## src/rtl/common_pkg.sv

```systemverilog
// Shared constants and instruction-bus types used across the RV64I pipeline.
package common;

    localparam logic [63:0] PC_RESET_DEFAULT = 64'h0000_0000_8000_0000;

    typedef struct packed {
        logic        valid;
        logic [63:0] addr;
    } ibus_req_t;

    typedef struct packed {
        logic        addr_ok;
        logic        data_ok;
        logic [31:0] data;
    } ibus_resp_t;

endpackage

```

## src/rtl/pipes_pkg.sv

```systemverilog
// Inter-stage payload types carried between pipeline stages.
package pipes;

    typedef struct packed {
        logic flush;
        logic stall;
    } control_t;

    typedef struct packed {
        logic [63:0] pc;
        logic [31:0] raw_instr;
    } fetch_data_t;

endpackage

```

## src/rtl/fetch_unit.sv

```systemverilog
// Instruction fetch stage: owns the PC, issues one bus request at a time and
// hands each fetched word to decode; wrong-path responses are drained and dropped.
module fetch_unit
    import common::*;
    import pipes::*;
#(
    parameter logic [63:0] PC_RESET = PC_RESET_DEFAULT
) (
    input  logic        clk,
    input  logic        reset,
    output ibus_req_t   ireq,
    input  ibus_resp_t  iresp,
    input  logic        redirect_valid,
    input  logic [63:0] redirect_pc,
    output logic        out_valid,
    input  logic        out_ready,
    output fetch_data_t out
);

    typedef enum logic [1:0] {
        FETCH,
        HOLD,
        DRAIN
    } fetch_state_t;

    fetch_state_t state, state_n;
    logic [63:0]  pc, pc_n;
    logic [63:0]  pending_pc, pending_pc_n;
    fetch_data_t  out_n;
    logic         out_valid_n;
    logic [63:0]  redirect_target;

    // Bus handshake only needs data_ok; address acceptance is not tracked.
    logic unused_addr_ok;
    assign unused_addr_ok = iresp.addr_ok;

    assign redirect_target = {redirect_pc[63:2], 2'b00};

    always_comb begin
        ireq       = '0;
        ireq.valid = !reset && (state != HOLD);
        ireq.addr  = pc;
    end

    always_ff @(posedge clk) begin
        if (reset) begin
            state      <= FETCH;
            pc         <= PC_RESET;
            pending_pc <= '0;
            out        <= '0;
            out_valid  <= 1'b0;
        end else begin
            state      <= state_n;
            pc         <= pc_n;
            pending_pc <= pending_pc_n;
            out        <= out_n;
            out_valid  <= out_valid_n;
        end
    end

    always_comb begin
        state_n      = state;
        pc_n         = pc;
        pending_pc_n = pending_pc;
        out_n        = out;
        out_valid_n  = out_valid;
        unique case (state)
            FETCH: begin
                if (iresp.data_ok) begin
                    if (redirect_valid) begin
                        pc_n = redirect_target;
                    end else begin
                        out_n.pc        = pc;
                        out_n.raw_instr = iresp.data;
                        out_valid_n     = 1'b1;
                        state_n         = HOLD;
                    end
                end else if (redirect_valid) begin
                    pending_pc_n = redirect_target;
                    state_n      = DRAIN;
                end
            end
            HOLD: begin
                // A redirect wins over acceptance; the flushed word is wrong-path anyway.
                if (redirect_valid) begin
                    pc_n        = redirect_target;
                    out_valid_n = 1'b0;
                    state_n     = FETCH;
                end else if (out_ready) begin
                    pc_n        = pc + 64'd4;
                    out_valid_n = 1'b0;
                    state_n     = FETCH;
                end
            end
            DRAIN: begin
                if (iresp.data_ok) begin
                    pc_n    = redirect_valid ? redirect_target : pending_pc;
                    state_n = FETCH;
                end else if (redirect_valid) begin
                    pending_pc_n = redirect_target;
                end
            end
            default: begin
                state_n = FETCH;
            end
        endcase
    end

endmodule

```

## config.mk

```make
export PLATFORM = sky130hd
export DESIGN_NAME = fetch_unit
export DESIGN_NICKNAME = d
export VERILOG_FILES = /design/src/rtl/common_pkg.sv /design/src/rtl/pipes_pkg.sv /design/src/rtl/fetch_unit.sv
export SDC_FILE = /design/constraint.sdc
export NUM_CORES = 1
export LEC_CHECK = 0
export ABC_CLOCK_PERIOD_IN_PS = 4600
export CAP_MARGIN = 5
export CORE_UTILIZATION = 45
export DETAILED_ROUTE_END_ITERATION = 7
export PLACE_DENSITY = 0.81
export SLEW_MARGIN = 10
export SYNTH_ARGS = -nofsm -noshare
export SYNTH_HDL_FRONTEND = slang
export SYNTH_SLANG_ARGS = --single-unit
```

## constraint.sdc

```tcl
create_clock -name clk -period 4.6 [get_ports clk]
set_clock_uncertainty 0.2 [all_clocks]
set_input_delay 0.46 -clock clk [delete_from_list [all_inputs] [get_ports clk]]
set_output_delay 0.46 -clock clk [all_outputs]
set_load 0.01 [all_outputs]
```

==> qor.txt, run 1 <==
status: completed
Buffers on Ports: 260
post-DR vias/cell: 5.96
worst slack, placed: 1.24 ns
post-synth cell types: 64
fin nets: 1,717
first-pass GRT wire length: 56,300 um
Final period util: 0.727
I/O pins: 264
global route total overflow: 0
Hold Path End: pending_pc[33]$_SDFFE_PP0P_
Post-CTS Resized: 0
antenna violations before repair: 1
Die H: 154 um
hpwl dp: 24,600 um
CP Class: reg2reg
Reg2Reg Depth: 7
initial core utilization: 0.460
CTS tree: done
endpoints failing setup: 0
Buf/Inv on CP: 2
Row Count: 55
worst reg2reg setup slack: 1.26 ns
Routed WL per cell: 18.9 um
P_leak: 4.74 nW
1st-iter DRT viols: 1,448
worst hold stages: 2
worst slew pin tran: 1.18 ns
CP startpoint kind: flip-flop
root buffer cell: clkbuf_16
pwr/cell area: 371 nW/um2
GP Congestion: 0.938
max-slew violation count: 0
Slowest cell on crit path: and3b_1
Post-CTS Setup Repair Bufs: 0
cells after synthesis: 1,409
CTS max path bufs: 3
CP top delay family: simple AND/OR/NAND/NOR gates
Arr. time, crit path: 3.59 ns
clock buffer count from CTS: 25
First-pass DRT Iterations: 6
Pwr Total: 5.20 mW
Inst Count DP: 1,868
Hold WC Path Type: in2reg
fmax: 299 MHz
Worst-Skew Late Latency: 0.52 ns
Ys Warns: 0
hold_sp: reset
# clock sinks: 227
VDD IR-drop max: 0.262 mV
Req. time, crit path: 4.84 ns
hold_buf cts: 0
Layout area overhead: 34.2%
Critical R2R Launch: state[0]$_SDFFE_PP0P_
post-synthesis sequential area ratio: 0.435
Mapped Nets: 1,516
chip width: 154 um
Slew HR: 0.216
Via Count: 11,400
H-Tree Depth: 1
min cycle time layout: 3.34 ns
unrepaired setup endpoints after global routing: no
Avg Cell Area, Syn: 7.41 um2
worst-path maximum fanout: 21
Residual DRC: 0
Total Wirelength: 36,200 um
max cap viols: 0
Mapped Area: 10,400 um2
vias in the first global route: 10,500
layout cells sized above 1: 0.0492
final hold violation count: 0
RR Endpoint: pc[49]$_SDFFE_PP0P_
largest net degree at the start of global routing: 97
Antenna Nets Post-Route: 0
final instance area: 14,000 um2
cells along the critical path: inv_1 -> ha_1 -> and3b_1 -> buf_4 -> a22oi_1 -> o22a_1 -> a31oi_1
Worst setup EP type: flip-flop
Total GRT Usage: 0.294
FFs w/ async S/R, synth: 0
number of synthesized flops with an enable pin: 0
CTS clk-pin slew, worst paths: 0.06 ns
max incr delay on CP: 1.07 ns
post-route insts no fill: 1,913
ys flop type: dfxtp_1
Final WS setup: 1.26 ns
Yosys reg bits: 227
Post-DP Area: 13,200 um2
Setup TNS: 0 ns
core area: 22,700 um2
DIE AREA: 23,800 um2
cells by family after synthesis:
family / Yosys count / share of synthesized area
fa+ha+maj: 5 / 0.00599
mux: 6 / 0.00587
xor+xnor: 9 / 0.00755
flops: 227 / 0.435
buf+inv: 135 / 0.0495
compound gates: 418 / 0.246
simple gates: 609 / 0.250
power by group:
part | total, mW | leakage, nW | internal (mW) | switching, mW
sequential | 2.28 | 1.85 | 2.10 | 0.179
combinational | 0.959 | 2.51 | 0.437 | 0.522
clock | 1.97 | 0.387 | 1.15 | 0.817
total | 5.20 | 4.74 | 3.68 | 1.52
synth_stat cells (all sizes together) (8+ instances only):
library cell / count / share of area
a221oi: 11 / 0.0092
a22oi: 37 / 0.027
a21oi: 201 / 0.096
nor4: 20 / 0.013
nand2: 418 / 0.15
and3: 9 / 0.0054
nand3: 37 / 0.018
a32o: 8 / 0.0077
nor2: 48 / 0.017
nand4: 14 / 0.0090
nor3: 24 / 0.011
dfxtp: 227 / 0.43
o41ai: 11 / 0.0092
o31ai: 12 / 0.0086
a22o: 10 / 0.0084
buf: 10 / 0.0046
o21ai: 65 / 0.031
or3: 9 / 0.0054
inv: 23 / 0.0083
clkbuf: 100 / 0.036
routing by layer:
| metal | routed length, um | vias to the layer above | part of all wire | track usage |
|---|---|---|---|---|
| met3 | 3890 | 82 | 0.11 | 0.0605 |
| li1 | - | 5361 | - | - |
| met2 | 16000 | 685 | 0.44 | 0.463 |
| met5 | 0 | - | 0 | 0 |
| met1 | 15200 | 5268 | 0.42 | 0.399 |
| met4 | 1090 | 0 | 0.030 | 0.101 |
through the flow:
step	util	hold WS (ns)
after floorplan	-	0.232
after global placement	0.582	0.237
after detailed placement	0.582	0.245
after CTS	0.617	0.183
after global routing	0.617	0.211
final	0.617	0.203
worst max-delay path by stage:
stage | from | to | slack, ns | cells past startpoint
global route | state[0]$_SDFFE_PP0P_ | pc[35]$_SDFFE_PP0P_ | 1.11 | 8
floorplan | pc[9]$_SDFFE_PP0P_ | pc[61]$_SDFFE_PP0P_ | 1.70 | 8
global placement | redirect_valid | pc[46]$_SDFFE_PP0P_ | 1.31 | 9
detailed placement | redirect_valid | pc[46]$_SDFFE_PP0P_ | 1.24 | 9
finish | state[0]$_SDFFE_PP0P_ | pc[49]$_SDFFE_PP0P_ | 1.26 | 7
CTS | state[0]$_SDFFE_PP0P_ | pc[49]$_SDFFE_PP0P_ | 1.31 | 7
registers in the layout (all words and copies together) (netlist names):
name,count
out,96
out_valid,1
state,2
pending_pc,64
pc,64
cell type report:
class | instances | area [um2]
clock inverters | 8 | 72.6
multi-input cells | 1047 | 5420
diodes | 1 | 2.50
repair buffers | 284 | 2810
well taps | 285 | 357
fillers | 1993 | 8690
clock buffers | 36 | 727
flip-flops and latches | 227 | 4540
inverters | 25 | 93.8
cells in the final DEF, fill, tap and decap left out, types with 7 or more instances in the layout:
| cell | n |
|---|---|
| nand2_1 | 418 |
| clkdlybuf4s50_1 | 259 |
| dfxtp_1 | 227 |
| a21oi_1 | 201 |
| o21ai_0 | 64 |
| nor2_1 | 46 |
| a22oi_1 | 37 |
| nand3_1 | 37 |
| clkbuf_16 | 25 |
| inv_1 | 23 |
| nor3_1 | 23 |
| buf_4 | 22 |
| nor4_1 | 19 |
| nand4_1 | 13 |
| o31ai_1 | 12 |
| a221oi_1 | 11 |
| o41ai_1 | 11 |
| a22o_1 | 10 |
| and3_1 | 9 |
| or3_1 | 9 |
| a32o_1 | 8 |
| a31oi_1 | 7 |
| o21a_1 | 7 |
| a221o_1 | 7 |
| o22ai_1 | 7 |
| xnor2_1 | 7 |
No activity file was read; power rests on OpenSTA's default activity.
==> run 2: changes to the inputs <==
--- a/config.mk
+++ b/config.mk
@@ -5,7 +5,7 @@
 export SDC_FILE = /design/constraint.sdc
 export NUM_CORES = 1
 export LEC_CHECK = 0
-export ABC_CLOCK_PERIOD_IN_PS = 4600
+export ABC_CLOCK_PERIOD_IN_PS = 3500
 export CAP_MARGIN = 5
 export CORE_UTILIZATION = 45
 export DETAILED_ROUTE_END_ITERATION = 7
==> constraint.sdc (replaced) <==
create_clock -name clk -period 3.5 [get_ports clk]
set_clock_uncertainty 0.2 [all_clocks]
set_input_delay 0.35 -clock clk [delete_from_list [all_inputs] [get_ports clk]]
set_output_delay 0.35 -clock clk [all_outputs]
set_load 0.01 [all_outputs]
==> qor.txt, run 2 (synthesis gave the netlist of run 1 again) <==
status: completed (unchanged)
fmax: 321 MHz (was 299 MHz)
CP Class: reg2reg (unchanged)
H-Tree Depth: 1 (unchanged)
worst slew pin tran: 0.835 ns (was 1.18 ns)
Routed WL per cell: 18.9 um (about the same)
Layout area overhead: 36.9% (was 34.2%)
Post-CTS Resized: 0 (unchanged)
Register Area: 4540 um2 (unchanged)
worst-path maximum fanout: 9 (was 21)
CTS max path bufs: 3 (unchanged)
biggest regs: out (96), pc (64), pending_pc (64) (unchanged)
VDD IR-drop max: 0.414 mV (was 0.262 mV)
hpwl dp: 25,200 um (was 24,600 um)
final hold violation count: 0 (unchanged)
first-pass GRT wire length: 57,100 um (was 56,300 um)
antenna violations before repair: 1 (unchanged)
chip width: 154 um (unchanged)
Sw Ratio: 0.290 (was 0.292)
Largest Register: out (unchanged)
Residual DRC: 0 (unchanged)
Total Wirelength: 36,600 um (was 36,200 um)
# clock sinks: 227 (unchanged)
Via Count: 11,600 (was 11,400)
First-pass DRT Iterations: 8 (was 6)
Post-CTS Setup Repair Bufs: 0 (unchanged)
initial core utilization: 0.460 (unchanged)
Final WS setup: 0.382 ns (was 1.26 ns)
unrepaired setup endpoints after global routing: no (unchanged)
Flop pwr share: 0.425 (was 0.438)
global route total overflow: 0 (unchanged)
root buffer cell: clkbuf_16 (unchanged)
endpoints failing setup: 0 (unchanged)
Clock Power Share: 0.376 (was 0.378)
Pint: 4.91 mW (was 3.68 mW)
max-slew violation count: 0 (unchanged)
P_leak: 4.91 nW (was 4.74 nW)
highest-count cells in the layout ignoring fill and taps: 418 x nand2_1, 259 x clkdlybuf4s50_1, 227 x dfxtp_1 (unchanged)
CTS clk-pin slew, worst paths: 0.06 ns (about the same)
worst slack, placed: 0.457 ns (was 1.24 ns)
core area: 22,700 um2 (unchanged)
Comb power frac: 0.200 (was 0.184)
vias in the first global route: 10,600 (was 10,500)
switching pwr: 2.01 mW (was 1.52 mW)
fin nets: 1,746 (was 1,717)
# fillers: 1,966 (was 1,993)
1st-iter DRT viols: 1,523 (was 1,448)
worst hold stages: 2 (unchanged)
Critical R2R Launch: pc[9]$_SDFFE_PP0P_ (was state[0]$_SDFFE_PP0P_)
Worst-Skew Late Latency: 0.52 ns (about the same)
fin util: 0.630 (was 0.617)
Buffers on Ports: 260 (unchanged)
Antenna Nets Post-Route: 0 (unchanged)
hold_sp: reset (unchanged)
DIE AREA: 23,800 um2 (unchanged)
CP startpoint kind: flip-flop (unchanged)
Hold Path End: pc[28]$_SDFFE_PP0P_ (was pending_pc[33]$_SDFFE_PP0P_)
Req. time, crit path: 3.77 ns (was 4.84 ns)
Setup TNS: 0 ns (unchanged)
pwr/cell area: 484 nW/um2 (was 371 nW/um2)
worst reg2reg setup slack: 0.38 ns (was 1.26 ns)
most common cell after layout, fill and taps aside: nand2_1 (unchanged)
Final period util: 0.891 (was 0.727)
max cap viols: 0 (unchanged)
hold_buf cts: 0 (unchanged)
Total GRT Usage: 0.299 (was 0.294)
min cycle time layout: 3.12 ns (was 3.34 ns)
GP Congestion: 0.935 (was 0.938)
Row Count: 55 (unchanged)
max FFs per register: 96 (unchanged)
largest net degree at the start of global routing: 140 (was 97)
RR Endpoint: pc[61]$_SDFFE_PP0P_ (was pc[49]$_SDFFE_PP0P_)
Reg2Reg Depth: 6 (was 7)
Worst setup EP type: flip-flop (unchanged)
Hold WC Path Type: in2reg (unchanged)
I/O pins: 264 (unchanged)
multi-input logic area: 5420 um2 (unchanged)
Die H: 154 um (unchanged)
post-DR vias/cell: 5.96 (about the same)
layout cells sized above 1: 0.0641 (was 0.0492)
Pwr Total: 6.92 mW (was 5.20 mW)
Slew HR: 0.443 (was 0.216)
CTS tree: done (unchanged)
clock buffer count from CTS: 25 (unchanged)
Arr. time, crit path: 3.38 ns (was 3.59 ns)
==> run 2: per-layer routing <==
| layer | track usage | part of all wire |
|---|---|---|
| met3 | 0.0706 | 0.11 |
| met5 | 0 | 0 |
| met2 | 0.471 | 0.44 |
| met1 | 0.401 | 0.41 |
| met4 | 0.100 | 0.034 |
==> run 2: worst max path at each step <==
| stage | end | cells after the start | start | slack [ns] |
|---|---|---|---|---|
| 6_report | pc[61]$_SDFFE_PP0P_ | 6 | pc[9]$_SDFFE_PP0P_ | 0.38 |
| 5_1_grt | pc[61]$_SDFFE_PP0P_ | 6 | pc[9]$_SDFFE_PP0P_ | 0.26 |
| 4_1_cts | pc[61]$_SDFFE_PP0P_ | 6 | pc[10]$_SDFFE_PP0P_ | 0.43 |
| 3_5_place_dp | pc[61]$_SDFFE_PP0P_ | 6 | pc[9]$_SDFFE_PP0P_ | 0.46 |
| 3_3_place_gp | pc[61]$_SDFFE_PP0P_ | 6 | pc[9]$_SDFFE_PP0P_ | 0.51 |
| 2_1_floorplan | pc[61]$_SDFFE_PP0P_ | 8 | pc[9]$_SDFFE_PP0P_ | 0.60 |
==> run 2: cell type report <==
cell class,count,area share
tap,285,0.0249
timing repair buffer,313,0.217
clock inverter,11,0.00962
sequential,227,0.318
inverter,25,0.00656
clock buffer,31,0.0453
multi-input combinational,1047,0.379
antenna,1,0.000175
==> run 2: per-stage QoR <==
stage	hold slack, ns	std cells	instance area (um2)
after global placement	0.237	1897	13500
after global routing	0.0758	1939	14300
final	0.0520	1940	14300
after floorplan	0.232	1409	10400
after detailed placement	0.246	1897	13500
after CTS	0.0380	1939	14300
==> run 2: power by group through the flow <==
stage / logic [mW] / registers (mW) / clock network [mW]
6_report: 1.38 / 2.94 / 2.60
5_1_grt: 1.49 / 2.96 / 2.74
4_1_cts: 1.37 / 2.93 / 2.63
3_5_place_dp: 1.36 / 2.99 / 0
3_3_place_gp: 1.34 / 2.98 / 0
2_1_floorplan: 0.607 / 3.01 / 0
==> run 2: critical path, cell delays in order (launching register included) <==
cell     delay (ns)
dfxtp_1        0.47
nand4_2        0.24
or4_4          0.64
or4b_1         0.74
or4_1          0.52
o21ai_1        0.09
a22o_1         0.15
==> run 3: changes to the inputs <==
--- a/config.mk
+++ b/config.mk
@@ -14,3 +14,4 @@
 export SYNTH_ARGS = -nofsm -noshare
 export SYNTH_HDL_FRONTEND = slang
 export SYNTH_SLANG_ARGS = --single-unit
+export TNS_END_PERCENT = 100
==> results of run 3 <==
Final layout, timing and power as in run 2 (identical DEF).
